[src/rtl/deser_pkg.sv]
// Shared constants and FSM state type for the serial word deserializer.
package deser_pkg;

    localparam int DEF_WORD_W    = 32;
    localparam int DEF_NUM_WORDS = 8;
    localparam int DEF_IDX_W     = $clog2(DEF_NUM_WORDS);

    typedef enum logic [1:0] {
        IDLE,
        RECV,
        DONE
    } deser_state_t;

endpackage

[src/rtl/deser_if.sv]
// Word output port of the deserializer: data, index and valid/ready handshake.
interface deser_if #(
    parameter int WORD_W = deser_pkg::DEF_WORD_W,
    parameter int IDX_W  = deser_pkg::DEF_IDX_W
);

    logic [WORD_W-1:0] WORD_OUT;
    logic [IDX_W-1:0]  WORD_IDX;
    logic              WORD_VALID;
    logic              WORD_READY;

    modport master (
        output WORD_OUT,
        output WORD_IDX,
        output WORD_VALID,
        input  WORD_READY
    );

    modport slave (
        input  WORD_OUT,
        input  WORD_IDX,
        input  WORD_VALID,
        output WORD_READY
    );

endinterface

[src/rtl/deser_word_shifter.sv]
// LSB-first shift register with bit counter; flags the cycle a word's last bit arrives.
module deser_word_shifter #(
    parameter int WORD_W = deser_pkg::DEF_WORD_W
) (
    input  logic              CLK,
    input  logic              RESET,
    input  logic              i_shift,
    input  logic              i_restart,
    input  logic              i_bit,
    output logic              o_word_done,
    output logic [WORD_W-1:0] o_word
);

    localparam int CNT_W = $clog2(WORD_W);

    logic [WORD_W-1:0] r_sh;
    logic [CNT_W-1:0]  r_bit_cnt;
    logic [CNT_W-1:0]  w_cnt;

    // A restart makes this cycle's bit (if any) bit 0 of a fresh word.
    assign w_cnt       = i_restart ? '0 : r_bit_cnt;
    assign o_word_done = i_shift && (w_cnt == CNT_W'(WORD_W - 1));
    assign o_word      = {i_bit, r_sh[WORD_W-1:1]};

    always_ff @(posedge CLK or negedge RESET) begin
        if (!RESET) begin
            r_sh      <= '0;
            r_bit_cnt <= '0;
        end else if (i_shift) begin
            r_sh      <= o_word;
            r_bit_cnt <= o_word_done ? '0 : w_cnt + 1'b1;
        end else if (i_restart) begin
            r_bit_cnt <= '0;
        end
    end

endmodule

[src/rtl/deserializer_unit_cell.sv]
// Frame deserializer: rebuilds NUM_WORDS words from a 1-bit LSB-first stream.
module deserializer_unit_cell
    import deser_pkg::*;
#(
    parameter int WORD_W    = DEF_WORD_W,
    parameter int NUM_WORDS = DEF_NUM_WORDS,
    parameter int IDX_W     = DEF_IDX_W
) (
    input  logic     CLK,
    input  logic     RESET,
    input  logic     SER_IN,
    input  logic     SER_VALID,
    input  logic     FRAME_START,
    deser_if.master  wport,
    output logic     FRAME_DONE,
    output logic     OVERFLOW,
    output logic     BUSY
);

    deser_state_t      r_state;
    logic [IDX_W-1:0]  r_word_cnt;
    logic [WORD_W-1:0] r_word;
    logic [IDX_W-1:0]  r_idx;
    logic              r_valid;
    logic              r_fd;
    logic              r_ovf;

    logic              w_shift;
    logic              w_done;
    logic [WORD_W-1:0] w_word;
    logic              w_last;
    logic              w_accept;
    logic              w_load;

    assign w_shift  = SER_VALID && (FRAME_START || r_state == RECV);
    assign w_last   = (r_word_cnt == IDX_W'(NUM_WORDS - 1));
    assign w_accept = r_valid && wport.WORD_READY;
    // A word completing while the held one is stalled is dropped.
    assign w_load   = w_done && (!r_valid || wport.WORD_READY);

    deser_word_shifter #(
        .WORD_W (WORD_W)
    ) u_shifter (
        .CLK         (CLK),
        .RESET       (RESET),
        .i_shift     (w_shift),
        .i_restart   (FRAME_START),
        .i_bit       (SER_IN),
        .o_word_done (w_done),
        .o_word      (w_word)
    );

    always_ff @(posedge CLK or negedge RESET) begin
        if (!RESET) begin
            r_state    <= IDLE;
            r_word_cnt <= '0;
            r_word     <= '0;
            r_idx      <= '0;
            r_valid    <= 1'b0;
            r_fd       <= 1'b0;
            r_ovf      <= 1'b0;
        end else begin
            unique case (r_state)
                IDLE, DONE: begin
                    if (FRAME_START)
                        r_state <= RECV;
                end
                RECV: begin
                    if (!FRAME_START && w_done && w_last)
                        r_state <= DONE;
                end
                default: r_state <= IDLE;
            endcase

            if (FRAME_START)
                r_word_cnt <= '0;
            else if (w_done)
                r_word_cnt <= w_last ? '0 : r_word_cnt + 1'b1;

            if (w_load) begin
                r_word  <= w_word;
                r_idx   <= r_word_cnt;
                r_valid <= 1'b1;
            end else if (w_accept) begin
                r_valid <= 1'b0;
            end

            r_fd <= w_done && w_last;

            if (FRAME_START)
                r_ovf <= 1'b0;
            else if (w_done && !w_load)
                r_ovf <= 1'b1;
        end
    end

    assign wport.WORD_OUT   = r_word;
    assign wport.WORD_IDX   = r_idx;
    assign wport.WORD_VALID = r_valid;
    assign FRAME_DONE       = r_fd;
    assign OVERFLOW         = r_ovf;
    assign BUSY             = (r_state == RECV);

endmodule

[src/flat_wrapper.sv]
// flat-port wrapper written by rule: the top's interface ports become plain ports
module deserializer_unit_cell_flat import deser_pkg::*;
#(
    parameter int WORD_W    = DEF_WORD_W,
    parameter int NUM_WORDS = DEF_NUM_WORDS,
    parameter int IDX_W     = DEF_IDX_W
)
  (CLK, RESET, SER_IN, SER_VALID, FRAME_START, FRAME_DONE, OVERFLOW, BUSY, wport_WORD_OUT, wport_WORD_IDX, wport_WORD_VALID, wport_WORD_READY);
  deser_if #(.WORD_W(WORD_W), .IDX_W(IDX_W)) wport_i ();
  input  logic CLK;
  input  logic RESET;
  input  logic SER_IN;
  input  logic SER_VALID;
  input  logic FRAME_START;
  output logic FRAME_DONE;
  output logic OVERFLOW;
  output logic BUSY;
  output wire logic [$bits(wport_i.WORD_OUT)-1:0] wport_WORD_OUT;
  output wire logic [$bits(wport_i.WORD_IDX)-1:0] wport_WORD_IDX;
  output wire logic [$bits(wport_i.WORD_VALID)-1:0] wport_WORD_VALID;
  input wire logic [$bits(wport_i.WORD_READY)-1:0] wport_WORD_READY;
  assign wport_WORD_OUT = wport_i.WORD_OUT;
  assign wport_WORD_IDX = wport_i.WORD_IDX;
  assign wport_WORD_VALID = wport_i.WORD_VALID;
  assign wport_i.WORD_READY = wport_WORD_READY;
  deserializer_unit_cell #(.WORD_W(WORD_W), .NUM_WORDS(NUM_WORDS), .IDX_W(IDX_W)) u_core (.CLK(CLK), .RESET(RESET), .SER_IN(SER_IN), .SER_VALID(SER_VALID), .FRAME_START(FRAME_START), .wport(wport_i), .FRAME_DONE(FRAME_DONE), .OVERFLOW(OVERFLOW), .BUSY(BUSY));
endmodule
[config.mk]
export PLATFORM = sky130hd
export DESIGN_NAME = deserializer_unit_cell_flat
export DESIGN_NICKNAME = d
export VERILOG_FILES = /design/src/rtl/deser_pkg.sv /design/src/rtl/deser_if.sv /design/src/rtl/deser_word_shifter.sv /design/src/rtl/deserializer_unit_cell.sv /design/src/flat_wrapper.sv
export SDC_FILE = /design/constraint.sdc
export NUM_CORES = 1
export LEC_CHECK = 0
export ABC_CLOCK_PERIOD_IN_PS = 6300
export CORE_MARGIN = 10
export CORE_UTILIZATION = 35
export DETAILED_ROUTE_END_ITERATION = 10
export GPL_ROUTABILITY_DRIVEN = 0
export PLACE_DENSITY = 0.53
export SLEW_MARGIN = 40
export SYNTH_ARGS = -nofsm -noshare
export SYNTH_HDL_FRONTEND = slang
export SYNTH_HIERARCHICAL = 1
export SYNTH_SLANG_ARGS = --single-unit
[constraint.sdc]
create_clock -name CLK -period 6.3 [get_ports CLK]
set_input_delay 1.26 -clock CLK [delete_from_list [all_inputs] [get_ports CLK]]
set_output_delay 1.26 -clock CLK [all_outputs]
set_load 0.1 [all_outputs]
==> results.sh <==
export IMPL_r2r_worst_path_cells=6
export IMPL_post_place_ws_ns=2.15
export IMPL_internal_power_mw=0.846
export IMPL_numCtsBuffers=9
export IMPL_fin_worst_skew_ns=0.00950
export IMPL_maxSlewHeadroom_pct=52.8
export IMPL_criticalPathCategory="input pin to flop"
export IMPL_grt_start_max_net_pins=80
export IMPL_drive_gt1_share_pct=51.4
export IMPL_final_util_pct=41.1
export IMPL_post_route_min_period_ns=3.80
export IMPL_p_per_area_mw_per_mm2=297
export IMPL_cts_resized=0
export IMPL_cp_common_cell="ha_1"
export IMPL_drc=0
export IMPL_finalSetupViolCount=0
export IMPL_multi_input_area_mm2=0.00127
export IMPL_drt_initial_drc_count=48
export IMPL_diodes=0
export IMPL_hold_viol_final=0
export IMPL_port_buffers=44
export IMPL_hold_start="u_core/r_state[1]"
export IMPL_ys_seq_area_share_pct=58.0
export IMPL_start_util_pct=36.4
export IMPL_area_growth_pct=13.0
export IMPL_yosys_top_cells_area="dfrtp_1 (58%), mux2_4 (25%), mux2_2 (3.3%)"
export IMPL_nNetsFinal=256
export IMPL_core_area_mm2=0.00937
export IMPL_hold_buffers=0
export IMPL_r2r_end="u_core/wport.WORD_OUT[16]"
export IMPL_grt_usage_pct=8.52
export IMPL_netlist_instances=199
export IMPL_ys_warn_count=6
export IMPL_cpPeakStageDelay_ns=0.62
export IMPL_dr_pass1_iters=4
export IMPL_swShare_pct=25.9
export IMPL_synth_cell_types=29
export IMPL_wl_per_cell_um=15.3
export IMPL_die_height_um=119
export IMPL_antenna_found_initial=0
export IMPL_cts_sinks=79
export IMPL_path_max_fanout=35
export IMPL_ir_drop_uv=119
export IMPL_fp_dieArea_mm2=0.0141
export IMPL_required_ns=6.52
export IMPL_p_seq_share_pct=57.8
export IMPL_critPathSlowestCell="clkdlybuf4s50_1"
export IMPL_finalWirelength_um=5800
export IMPL_ys_ff_latch=79
export IMPL_tightest_slew_ns=0.708
export IMPL_synth_largest_area_cell="dfrtp_1"
export IMPL_seq_area_mm2=0.00198
export IMPL_rows=35
export IMPL_post_dp_hpwl_um=3710
export IMPL_postRouteAntennaNets=0
export IMPL_post_cts_setup_buffers=0
export IMPL_synth_top_cell_area_share_pct=58.0
export IMPL_clock_latency_ns=0.34
export IMPL_setup_ws_ns=2.50
export IMPL_critPathCaptureType="flop"
export IMPL_start_kind="input pin"
export IMPL_rr_startpoint="u_core/r_state[0]"
export IMPL_viasPerCell=4.42
export IMPL_drv_cap=0
export IMPL_holdPathEnd="u_core/r_state[0]"
export IMPL_clkPwrFrac_pct=28.9
export IMPL_clock_root_buffer="clkbuf_8"
export IMPL_tns_ns=0
export IMPL_stdcell_count=380
export IMPL_fmax_ghz=0.263
export IMPL_io_pins=45
export IMPL_synth_avg_cell_area_um2=17.1
export IMPL_overflow=0
export IMPL_synth_area_mm2=0.00341
export IMPL_clock_path_buffers=2
export IMPL_hold_depth=1
export IMPL_r2r_setup_slack_ns=3.60
export IMPL_nFillCells=917
export IMPL_p_sw_mw=0.296
export IMPL_htreeDepth=3
export IMPL_hold_path_class="flop to flop"
export IMPL_critPathArrivalTime_ns=4.02
export IMPL_cp_cell_sequence="clkdlybuf4s50_1 -> nor2b_1 -> ha_1 -> and3_1 -> ha_1 -> and2_1 -> nand2_8 -> mux2_4"
export IMPL_cts_tree="done"
export IMPL_cts_clk_slew_worst_paths_ns=0.08
export IMPL_status="complete, no violations"
export IMPL_die_w_um=119
export IMPL_rsz0062_at_grt="no"
export IMPL_dp_cells=364
export IMPL_power_leakage_nw=2.08
export IMPL_fin_crit_sh_pct=60.4
export IMPL_synth_nets=209
export IMPL_pwr_share_comb_pct=13.3
export IMPL_first_global_vias=1836
export IMPL_slew_violations=0
export IMPL_via_count=1678
export IMPL_grt_pass1_wl_um=9870
## synth_stat cells
| cell | number |
|---|---|
| a21oi_1 | 3 |
| a22o_1 | 1 |
| a31oi_1 | 1 |
| and2_1 | 1 |
| and3_1 | 1 |
| buf_12 | 5 |
| buf_4 | 1 |
| buf_6 | 1 |
| buf_8 | 2 |
| dfrtp_1 | 79 |
| ha_1 | 4 |
| inv_1 | 3 |
| mux2_2 | 10 |
| mux2_4 | 57 |
| mux2i_1 | 3 |
| nand2_1 | 5 |
| nand2_8 | 1 |
| nand2b_1 | 1 |
| nand2b_4 | 1 |
| nand4_1 | 1 |
| nor2_1 | 6 |
| nor2b_1 | 5 |
| nor3_2 | 1 |
| o21a_1 | 1 |
| o21ai_0 | 1 |
| o2bb2ai_1 | 1 |
| o31ai_2 | 1 |
| or2b_2 | 1 |
| xor2_1 | 1 |
## metrics by stage
| step | power [mW] | hold WS, ns | cell area, um2 |
|---|---|---|---|
| 2_1_floorplan | 0.776 | 0.445 | 3410 |
| 4_1_cts | 1.16 | 0.484 | 3850 |
| 3_3_place_gp | 0.818 | 0.463 | 3870 |
| 5_1_grt | 1.21 | 0.516 | 3850 |
| 6_report | 1.14 | 0.480 | 3850 |
| 3_5_place_dp | 0.823 | 0.470 | 3680 |
## state kept, by name (all words and copies together), names as in the netlist
register	count
u_core/FRAME_DONE	1
u_core/OVERFLOW	1
u_core/r_state	2
u_core/r_word_cnt	3
u_core/u_shifter/r_bit_cnt	5
u_core/u_shifter/r_sh	31
u_core/wport.WORD_IDX	3
u_core/wport.WORD_OUT	32
u_core/wport.WORD_VALID	1
## critical path: cells and delay by family
family        cells  cell delay, ns
simple gates      4            1.23
buf+inv           1            0.62
fa+ha+maj         2            0.45
mux               1            0.40
## power groups by stage
stage / Clock (mW) / Combinational (mW) / Sequential, mW
floorplan: 0 / 0.133 / 0.642
global placement: 0 / 0.148 / 0.669
detailed placement: 0 / 0.152 / 0.672
CTS: 0.347 / 0.154 / 0.662
global route: 0.367 / 0.164 / 0.675
finish: 0.330 / 0.151 / 0.660
## area by class of cell
cell class | count | area share, %
repair buffers | 45 | 6.60
well taps | 129 | 4.19
multi-input cells | 108 | 33.1
flip-flops and latches | 79 | 51.3
clock inverters | 6 | 1.20
clock buffers | 10 | 3.31
inverters | 3 | 0.292
## layer usage
metal  GRT usage, %  vias up  part of all wire [%]  routed length (um)
li1               -      783                     -                   -
met2           11.4       39                    41                2400
met5              0        -                     0                   0
met1           12.0      854                    53                3060
met4           2.29        0                  0.50                  29
met3           3.81        2                   5.3                 306
## cells in the final DEF (no fill, tap or decap)
cell and count:
a21oi_1 3, a22o_1 1, a31oi_1 1, and2_1 1, and3_1 1, buf_2 39, buf_4 1, buf_6 1
clkbuf_1 1, clkbuf_8 9, clkdlybuf4s50_1 4, clkinv_2 1, clkinv_4 2, clkinvlp_4 2, dfrtp_1 79, ha_1 4
inv_1 3, inv_6 1, mux2_2 10, mux2_4 57, mux2i_1 3, nand2_1 5, nand2_8 1, nand2b_1 1
nand2b_4 1, nand4_1 1, nor2_1 6, nor2b_1 5, nor3_2 1, o21a_2 1, o21ai_0 1, o2bb2ai_1 1
o31ai_2 1, or2b_2 1, xor2_1 1
## logic make-up after synthesis
logic type / count (synthesis) / synth area share [%]
flip-flops: 79 / 58.0
AO/OA/AOI/OAI: 9 / 1.87
adder cells (fa/ha/maj): 4 / 1.47
AND/OR/NAND/NOR: 24 / 4.41
XOR/XNOR: 1 / 0.257
buffers and inverters: 12 / 4.70
multiplexers: 70 / 29.3
## how the worst max path moves through the flow
stage                            from                   endpoint  cells past startpoint
CTS                       FRAME_START  u_core/wport.WORD_OUT[31]                      6
global route              FRAME_START  u_core/wport.WORD_OUT[18]                      8
floorplan           u_core/r_state[1]   u_core/wport.WORD_IDX[0]                      8
detailed placement        FRAME_START   u_core/wport.WORD_OUT[5]                      6
finish                    FRAME_START  u_core/wport.WORD_OUT[16]                      8
global placement          FRAME_START  u_core/wport.WORD_OUT[18]                      8
Note: power is estimated with default switching activity, not from simulation.
